[src/rtl/mioc_dram_seq.sv]
// mioc_dram_seq: DRAM timing sequencer for the MIOC memory path.
//
// Turns the buffered Z80 strobes into RAS_N, MUX and per-bank CAS_N for the DRAM
// array. It inserts programmable wait states and runs RAS-only refresh cycles.
//
// Optional feature: define MIOC_AUTO_REFRESH_EN to enable autonomous refresh while
// the bus is granted to DMA. Without the macro, REF_ACTIVE and RFSH_ROW are tied to 0.
//
// Ports:
//   B_PHI       in   system clock, rising-edge active
//   RST_N       in   asynchronous active-low reset
//   BMREQ_N     in   buffered memory request
//   BRFSH_N     in   buffered refresh strobe
//   BRD_N       in   buffered read strobe
//   N_BWR       in   buffered write strobe
//   BUSAK_N     in   bus acknowledge (low = DMA owns the bus)
//   DRAM_HIT    in   address decode hit on DRAM
//   BANK_SEL    in   bank index from decode
//   RAS_N       out  row address strobe
//   MUX         out  address mux select (1 = column)
//   CAS_N       out  one-hot active-low column strobes
//   WAIT_N      out  wait request to the CPU
//   BUSY        out  sequencer not idle
//   REF_ACTIVE  out  auto-refresh in progress (row address comes from RFSH_ROW)
//   RFSH_ROW    out  auto-refresh row address
module mioc_dram_seq #(
    parameter int unsigned NBANKS          = 2,
    parameter int unsigned BANK_AW         = 1,
    parameter int unsigned RAS_TO_MUX      = 1,
    parameter int unsigned MUX_TO_CAS      = 1,
    parameter int unsigned WAIT_CYCLES     = 1,
    parameter int unsigned PRECHARGE       = 1,
    parameter int unsigned REFRESH_TIMEOUT = 16,
    parameter int unsigned ROW_W           = 7
) (
    input  logic               B_PHI,
    input  logic               RST_N,
    input  logic               BMREQ_N,
    input  logic               BRFSH_N,
    input  logic               BRD_N,
    input  logic               N_BWR,
    input  logic               BUSAK_N,
    input  logic               DRAM_HIT,
    input  logic [BANK_AW-1:0] BANK_SEL,
    output logic               RAS_N,
    output logic               MUX,
    output logic [NBANKS-1:0]  CAS_N,
    output logic               WAIT_N,
    output logic               BUSY,
    output logic               REF_ACTIVE,
    output logic [ROW_W-1:0]   RFSH_ROW
);

    localparam logic [2:0] StIdle  = 3'd0;
    localparam logic [2:0] StRas   = 3'd1;
    localparam logic [2:0] StMuxs  = 3'd2;
    localparam logic [2:0] StCas   = 3'd3;
    localparam logic [2:0] StHold  = 3'd4;
    localparam logic [2:0] StPrech = 3'd5;
    localparam logic [2:0] StRfsh  = 3'd6;
    localparam logic [2:0] StArfsh = 3'd7;

    // Terminal counts: each timed state leaves when the dwell counter hits its last cycle.
    // CAS always lasts at least one cycle, even with no wait states.
    localparam logic [15:0] RasLast   = 16'(RAS_TO_MUX - 1);
    localparam logic [15:0] MuxLast   = 16'(MUX_TO_CAS - 1);
    localparam logic [15:0] CasLast   = (WAIT_CYCLES == 0) ? 16'd0 : 16'(WAIT_CYCLES - 1);
    localparam logic [15:0] PrechLast = 16'(PRECHARGE - 1);
    localparam logic [15:0] ArfLast   = 16'(RAS_TO_MUX + MUX_TO_CAS);
    localparam bit          HasWait   = (WAIT_CYCLES != 0);

    localparam logic [BANK_AW:0] NbanksW = (BANK_AW + 1)'(NBANKS);

    logic [2:0]         state_q, state_d;
    logic [15:0]        cnt_q, cnt_d;
    logic [BANK_AW-1:0] bank_q, bank_d;
    logic [NBANKS-1:0]  cas_n_d;
    logic               cpu_req;
    logic               bank_ok;
    logic               arf_due;

    assign cpu_req = !BMREQ_N && DRAM_HIT && (!BRD_N || !N_BWR);
    assign bank_ok = ({1'b0, BANK_SEL} < NbanksW);

    always_comb begin
        state_d = state_q;
        bank_d  = bank_q;
        case (state_q)
            StIdle: begin
                if (!BMREQ_N && !BRFSH_N) begin
                    state_d = StRfsh;
                end else if (cpu_req && bank_ok) begin
                    state_d = StRas;
                    bank_d  = BANK_SEL;
                end else if (arf_due) begin
                    state_d = StArfsh;
                end
            end
            // Releasing the request before CAS aborts the cycle without a column strobe.
            StRas: begin
                if (BMREQ_N)                state_d = StPrech;
                else if (cnt_q == RasLast)  state_d = StMuxs;
            end
            StMuxs: begin
                if (BMREQ_N)                state_d = StPrech;
                else if (cnt_q == MuxLast)  state_d = StCas;
            end
            StCas: begin
                if (cnt_q == CasLast)       state_d = StHold;
            end
            StHold: begin
                if (BMREQ_N)                state_d = StPrech;
            end
            StRfsh: begin
                if (BMREQ_N)                state_d = StPrech;
            end
            StPrech: begin
                if (cnt_q == PrechLast)     state_d = StIdle;
            end
            StArfsh: begin
                if (cnt_q == ArfLast)       state_d = StPrech;
            end
            default: state_d = StIdle;
        endcase
    end

    // Dwell counter restarts on every state change.
    assign cnt_d = (state_d != state_q) ? 16'd0 : cnt_q + 16'd1;

    always_comb begin
        cas_n_d = '1;
        if (state_d == StCas || state_d == StHold) begin
            for (int unsigned i = 0; i < NBANKS; i++) begin
                if (bank_d == BANK_AW'(i)) cas_n_d[i] = 1'b0;
            end
        end
    end

    always_ff @(posedge B_PHI or negedge RST_N) begin
        if (!RST_N) begin
            state_q <= StIdle;
            cnt_q   <= '0;
            bank_q  <= '0;
        end else begin
            state_q <= state_d;
            cnt_q   <= cnt_d;
            bank_q  <= bank_d;
        end
    end

    // Outputs are registered decodes of the next state, so they change together
    // with the state register.
    always_ff @(posedge B_PHI or negedge RST_N) begin
        if (!RST_N) begin
            RAS_N  <= 1'b1;
            MUX    <= 1'b0;
            CAS_N  <= '1;
            WAIT_N <= 1'b1;
            BUSY   <= 1'b0;
        end else begin
            RAS_N  <= !(state_d inside {StRas, StMuxs, StCas, StHold, StRfsh, StArfsh});
            MUX    <= (state_d inside {StMuxs, StCas, StHold});
            CAS_N  <= cas_n_d;
            WAIT_N <= !(HasWait && state_d == StCas);
            BUSY   <= (state_d != StIdle);
        end
    end

`ifdef MIOC_AUTO_REFRESH_EN
    localparam int unsigned     TmrW   = $clog2(REFRESH_TIMEOUT + 1);
    localparam logic [TmrW-1:0] TmrMax = TmrW'(REFRESH_TIMEOUT);

    logic [TmrW-1:0] timer_q, timer_d;
    logic            arf_exit;

    assign arf_exit = (state_q == StArfsh) && (state_d != StArfsh);
    assign arf_due  = (timer_q >= TmrMax);

    // Timer only runs while DMA holds the bus; it saturates once a refresh is due.
    always_comb begin
        timer_d = timer_q;
        if (BUSAK_N || state_d == StRfsh || arf_exit) begin
            timer_d = '0;
        end else if (state_q != StRfsh && timer_q < TmrMax) begin
            timer_d = timer_q + 1'b1;
        end
    end

    always_ff @(posedge B_PHI or negedge RST_N) begin
        if (!RST_N) begin
            timer_q    <= '0;
            RFSH_ROW   <= '0;
            REF_ACTIVE <= 1'b0;
        end else begin
            timer_q    <= timer_d;
            REF_ACTIVE <= (state_d == StArfsh);
            if (arf_exit) RFSH_ROW <= RFSH_ROW + 1'b1;
        end
    end
`else
    logic unused_cfg;

    assign arf_due    = 1'b0;
    assign REF_ACTIVE = 1'b0;
    assign RFSH_ROW   = '0;
    assign unused_cfg = BUSAK_N ^ (REFRESH_TIMEOUT == 0);
`endif

endmodule
[config.mk]
export PLATFORM = sky130hd
export DESIGN_NAME = mioc_dram_seq
export DESIGN_NICKNAME = d
export VERILOG_FILES = /design/src/rtl/mioc_dram_seq.sv
export SDC_FILE = /design/constraint.sdc
export NUM_CORES = 1
export LEC_CHECK = 0
export ABC_AREA = 1
export CORE_MARGIN = 2
export CORE_UTILIZATION = 49
export DETAILED_ROUTE_END_ITERATION = 6
export GPL_ROUTABILITY_DRIVEN = 0
export PLACE_DENSITY = 0.75
export SYNTH_ARGS = -nofsm -noshare
export SYNTH_HDL_FRONTEND = slang
export SYNTH_SLANG_ARGS = --single-unit
[constraint.sdc]
create_clock -name B_PHI -period 1.7 [get_ports B_PHI]
set_clock_uncertainty 0.1 [all_clocks]
set_input_delay 0.255 -clock B_PHI [delete_from_list [all_inputs] [get_ports B_PHI]]
set_output_delay 0.255 -clock B_PHI [all_outputs]
set_load 0.01 [all_outputs]
==> impl_metrics.csv <==
group,metric,value,unit
run_status,status,"complete, but fails checks",
run_status,violations,"setup timing",
placement,place_worst_setup_slack,-307.0,ps
floorplan,ioPinCount,23,
worst_setup_path,crit_chain,"inv_2, nand2_1, nand2_1, a31oi_1, nand3_2, nand3_2, nand2_2, nor2_4, nand2_4, buf_12, nor2_4",
final_layout,drive_gt1_frac,0.4656,
floorplan,std_cell_rows,21,
global_routing,use_met2,0.3976,
synthesis,syn_inst,198,
global_routing,gr-total-overflow,0,
power,report.power.total,3.602,mW
global_routing,grt_use_met1,0.2483,
drt,viasPerCell,4.812,
floorplan,die_w,63.17,µm
global_routing,grt_pass1_vias,1515,
drt,first_iter_violations,42,
global_routing,use_met3,0.03750,
clocking,cts_buffers,3,
clocking,tritoncts,"done",
placement,port_buffers,13,
synthesis,synthDistinctLibCells,32,
global_routing,antenna_found_initial,0,
global_routing,grt_max_degree,27,
timing,period_minus_slack,1929,ps
floorplan,start_util,0.5141,
timing,finalWorstSetupSlack,-228.7,ps
timing,clock.fmax,518.5,MHz
worst_setup_path,crit_fanout,6,
placement,place_area,0.002230,mm²
final_layout,layout_common_cells,"buf_4, nand2_1, dfrtp_1",
drt,drt-pass1-iter-count,4,
timing,min_period_over_period,1.135,
floorplan,core_area,0.003337,mm²
global_routing,grt_pass1_wl,6644,µm
final_layout,antenna_cells,0,
worst_setup_path,start_kind,"flip-flop",
worst_setup_path,worstSetupPathType,"flip-flop to flip-flop",
synthesis,synth_seq_cells,26,
job,maxCapViolCount,0,
clocking,clockBufferDepth,2,
final_layout,syn_to_final_growth,38.80,%
timing,drv_slew,0,
worst_setup_path,critical_path_required,1860,ps
worst_setup_path,cp.arrival,2080,ps
final_layout,fin_nets,275,
final_layout,mostFrequentLayoutCell,"buf_4",
global_routing,grt_use_total,0.2108,
power,leakage,1.079,nW
timing,holdWs,178.9,ps
worst_setup_path,slowest_delay,500,ps
clocking,cts.sinks,26,
power,powerDensity,1513,mW/mm²
worst_setup_path,critPathSlowestCell,"dfrtp_1",
worst_setup_path,end_kind,"flip-flop",
worst_setup_path,crit_family,"simple AND/OR/NAND/NOR gates",
final_layout,utilization,0.7135,
clocking,clkTransAtPathRegs,130,ps
drt,ant_nets,0,
synthesis,avgSynthCellArea,8.664,µm²
synthesis,syn-cell-area,0.001715,mm²
timing,setup_violations,23,
clocking,htreeDepth,1,
drt,wl_per_cell,12.54,µm
hold_path,hold_path_class,"input port to async pin",
drt,finalWirelength,3863,µm
power,vdd_drop_max,0.001537,V
timing,hold_viol,0,
global_routing,busiest_layer,"met2",
clocking,hold_buffers,0,
clocking,cts_root_buf,"clkbuf_4",
placement,hpwl,2835,µm
floorplan,die_area,0.003990,mm²
synthesis,synth_seq_area_share,0.3822,
synthesis,ys_warn_count,0,
timing,rsz0062_at_grt,"true",
drt,drc,0,
floorplan,fp.dieH,63.17,µm
worst_setup_path,worst-path-buf-inv,2,
final_layout,design_area,0.002381,mm²
clocking,insertion_delay,320,ps
drt,vias,1482,
[per-stage QoR]
stage	std cells	setup TNS [ps]
6_report	308	-4017
5_1_grt	308	-6238
4_1_cts	307	-3743
3_5_place_dp	299	-5821
3_3_place_gp	299	-4893
2_1_floorplan	205	-1061
[flip-flops by register name, indices dropped and copies added (netlist names)]
name,cells
state_q,3
cnt_q,16
WAIT_N,1
bank_q,1
CAS_N,2
BUSY,1
RAS_N,1
MUX,1
[synthesized netlist by cell type (all sizes together)]
cell type / instances / area, µm²
nand2: 43 / 209.0
nor2: 40 / 252.7
dfrtp: 22 / 550.5
inv: 22 / 82.58
nand3: 16 / 115.1
xor2: 10 / 87.58
buf: 9 / 80.08
nand4: 6 / 37.54
a21oi: 4 / 23.77
dfstp: 4 / 105.1
ha: 3 / 37.54
nor3: 3 / 25.02
o21ai: 3 / 15.01
xnor2: 3 / 26.28
nor4: 2 / 12.51
o211ai: 2 / 15.01
a31oi: 1 / 6.260
clkinv: 1 / 5.000
conb: 1 / 3.750
mux2i: 1 / 10.01
nand3b: 1 / 7.510
nor3b: 1 / 7.510
[worst reg2reg max path: stages (launching register included)]
cell,delay [ps]
dfrtp_1,500
inv_2,100
nand2_1,110
nand2_1,60
a31oi_1,220
nand3_2,150
nand3_2,90
nand2_2,80
nor2_4,130
nand2_4,100
buf_12,150
nor2_4,90
[worst paths after layout]
check,depth (start not counted),from,to,slack [ps]
min,2,RST_N,cnt_q[8],180
max reg2reg,11,state_q[0],cnt_q[11],-230
max,11,state_q[0],cnt_q[11],-230
max in group asynchronous,2,RST_N,CAS_N[1],1020
min in group B_PHI,2,bank_q,bank_q,430
min reg2reg,2,bank_q,bank_q,430
[report_power, final]
group / switching, mW / internal (mW)
Sequential: 0.0916 / 0.761
Clock: 0.174 / 0.131
Combinational: 1.32 / 1.12
[layout make-up]
type                            count  area (µm²)
Tap cell                           46       57.56
Timing Repair Buffer               62       534.3
Clock buffer                        4       36.28
Sequential cell                    26       655.6
Multi-Input combinational cell    147        1007
Inverter                           23       90.09
Fill cell                         259       955.9
[metal layers]
metal,vias up,share of wire
met5,-,0
met4,0,0.013
met3,8,0.033
met2,34,0.52
met1,694,0.44
li1,746,-
[repair_timing]
item,4_1_cts,5_1_grt
endpoints found under the hold margin,0,0
resized for setup,23,9
buffers inserted,4,1
pin swaps,9,1
endpoints found under the setup margin,27,25
[cells by family after synthesis]
logic type / Yosys count / share of synthesized area
adders and majority gates: 3 / 0.02188
buffers and inverters: 32 / 0.09774
muxes: 1 / 0.005835
and+or+nand+nor: 112 / 0.3888
AOI/OAI and AO/OA: 10 / 0.03501
xor gates and xnor gates: 13 / 0.06638
DFF: 26 / 0.3822
other: 1 / 0.002186
(Power assumes the default switching activity.)
==> edit, RTL diff (same flow settings) <==
Build with the macro `MIOC_AUTO_REFRESH_EN` defined.
--- a/src/rtl/mioc_dram_seq.sv
+++ b/src/rtl/mioc_dram_seq.sv
@@ -23,6 +23,8 @@
 //   BUSY        out  sequencer not idle
 //   REF_ACTIVE  out  auto-refresh in progress (row address comes from RFSH_ROW)
 //   RFSH_ROW    out  auto-refresh row address
+`define MIOC_AUTO_REFRESH_EN
+
 module mioc_dram_seq #(
     parameter int unsigned NBANKS          = 2,
     parameter int unsigned BANK_AW         = 1,
Check against the original RTL: same outputs for any inputs over 10 cycles, from zero or initial values and one cycle with RST_N low; that may be too few to reach the edited logic, so the function may still have changed.
==> edit against the unedited design <==
- the flow still finishes with violations (negative setup slack)
- setup slack worse by 150 ps
- highest routed layer unchanged
- final area is 39% higher
- sequential cell count up 13
- routed wire length is 38% higher
- total power rose by 39%
- combinational power increased by 28%
- area after synthesis up 32%
- worst hold slack better by 250 ps
==> edit: results (changes against the unedited design) <==
.. list-table::
   :header-rows: 1

   * - Metric
     - Value
   * - Outcome
     - finished, violations left
   * - Failing checks
     - negative setup slack
   * - Via count of the routed design
     - 2009 (+36%)
   * - Clock transition at the registers of the reported paths
     - 70 ps (-60 ps)
   * - Inverters, non-clock
     - 31 (+35%)
   * - Data arrival time of the worst path
     - 2210 ps (+130 ps)
   * - Number of tap cells inserted
     - 52 (+13%)
   * - Post-Place Cell Area
     - 0.00297 mm² (+33%)
   * - Met2 Usage GRT
     - 35.1% (-4.7 points)
   * - Port bufs
     - 22 (+9)
   * - Fill cells
     - 321 (+24%)
   * - GRT met3 Usage
     - 4.31% (+0.56 points)
   * - Multi-input logic cell count
     - 194 (+32%)
   * - Largest registers
     - cnt_q x16, RFSH_ROW x7, timer_q x5
   * - Cell types occupying the most area after synthesis
     - sky130_fd_sc_hd__dfrtp_1 39%, sky130_fd_sc_hd__nand2_1 9.9%, sky130_fd_sc_hd__nor2_4 6.0%
   * - Fraction of cell area in non-clock buffers
     - 21.7% (-0.73 points)
   * - Skew-Pair Late Insertion Delay
     - 300 ps (-20 ps)
   * - Least setup slack across all paths after layout
     - -377 ps (-149 ps)
   * - Setup_tns
     - -10970 ps (-6960 ps)
   * - H-tree depth
     - 2 (+1)
   * - Sequential standard cell area
     - 985 µm² (+50%)
   * - Met3 wire len
     - 157 µm (+23%)
   * - FF-to-FF path depth
     - 15 (+4)
   * - Number of endpoints failing setup at the final stage
     - 35 (+52%)
   * - Initial DRC Count
     - 72 (+71%)
   * - Cell chosen for the clock root
     - sky130_fd_sc_hd__clkbuf_8
edit: kinds of logic after synthesis:
| kind of cell | Yosys count | share of synthesized area, % |
|---|---|---|
| compound gates | 13 | 3.43 |
| fa+ha+maj | 5 | 2.76 |
| simple gates | 157 | 37.0 |
| xor+xnor | 17 | 6.57 |
| mux | 1 | 0.442 |
| flops | 39 | 43.3 |
| buf+inv | 33 | 6.46 |
edit: timing repair:
item                                   CTS  global route
cloned                                   0             1
pin swaps                               12            12
endpoints found under the hold margin   35             0
resized for setup                       30            25
setup endpoints to repair               36            41
setup buffers                            6             1
hold buffers                             1             0
edit: power by group:
group          switching, mW  total (mW)  internal [mW]  leakage [nW]
clock network          0.317       0.605          0.288        0.0422
logic                   1.64        3.13           1.49         0.956
registers              0.141        1.28           1.14         0.508
edit: per-stage QoR:
stage | std cells | hold slack [ps]
after floorplan | 265 | -141
after global routing | 405 | 448
after global placement | 388 | 228
after CTS | 403 | 434
final | 405 | 425
after detailed placement | 388 | 240
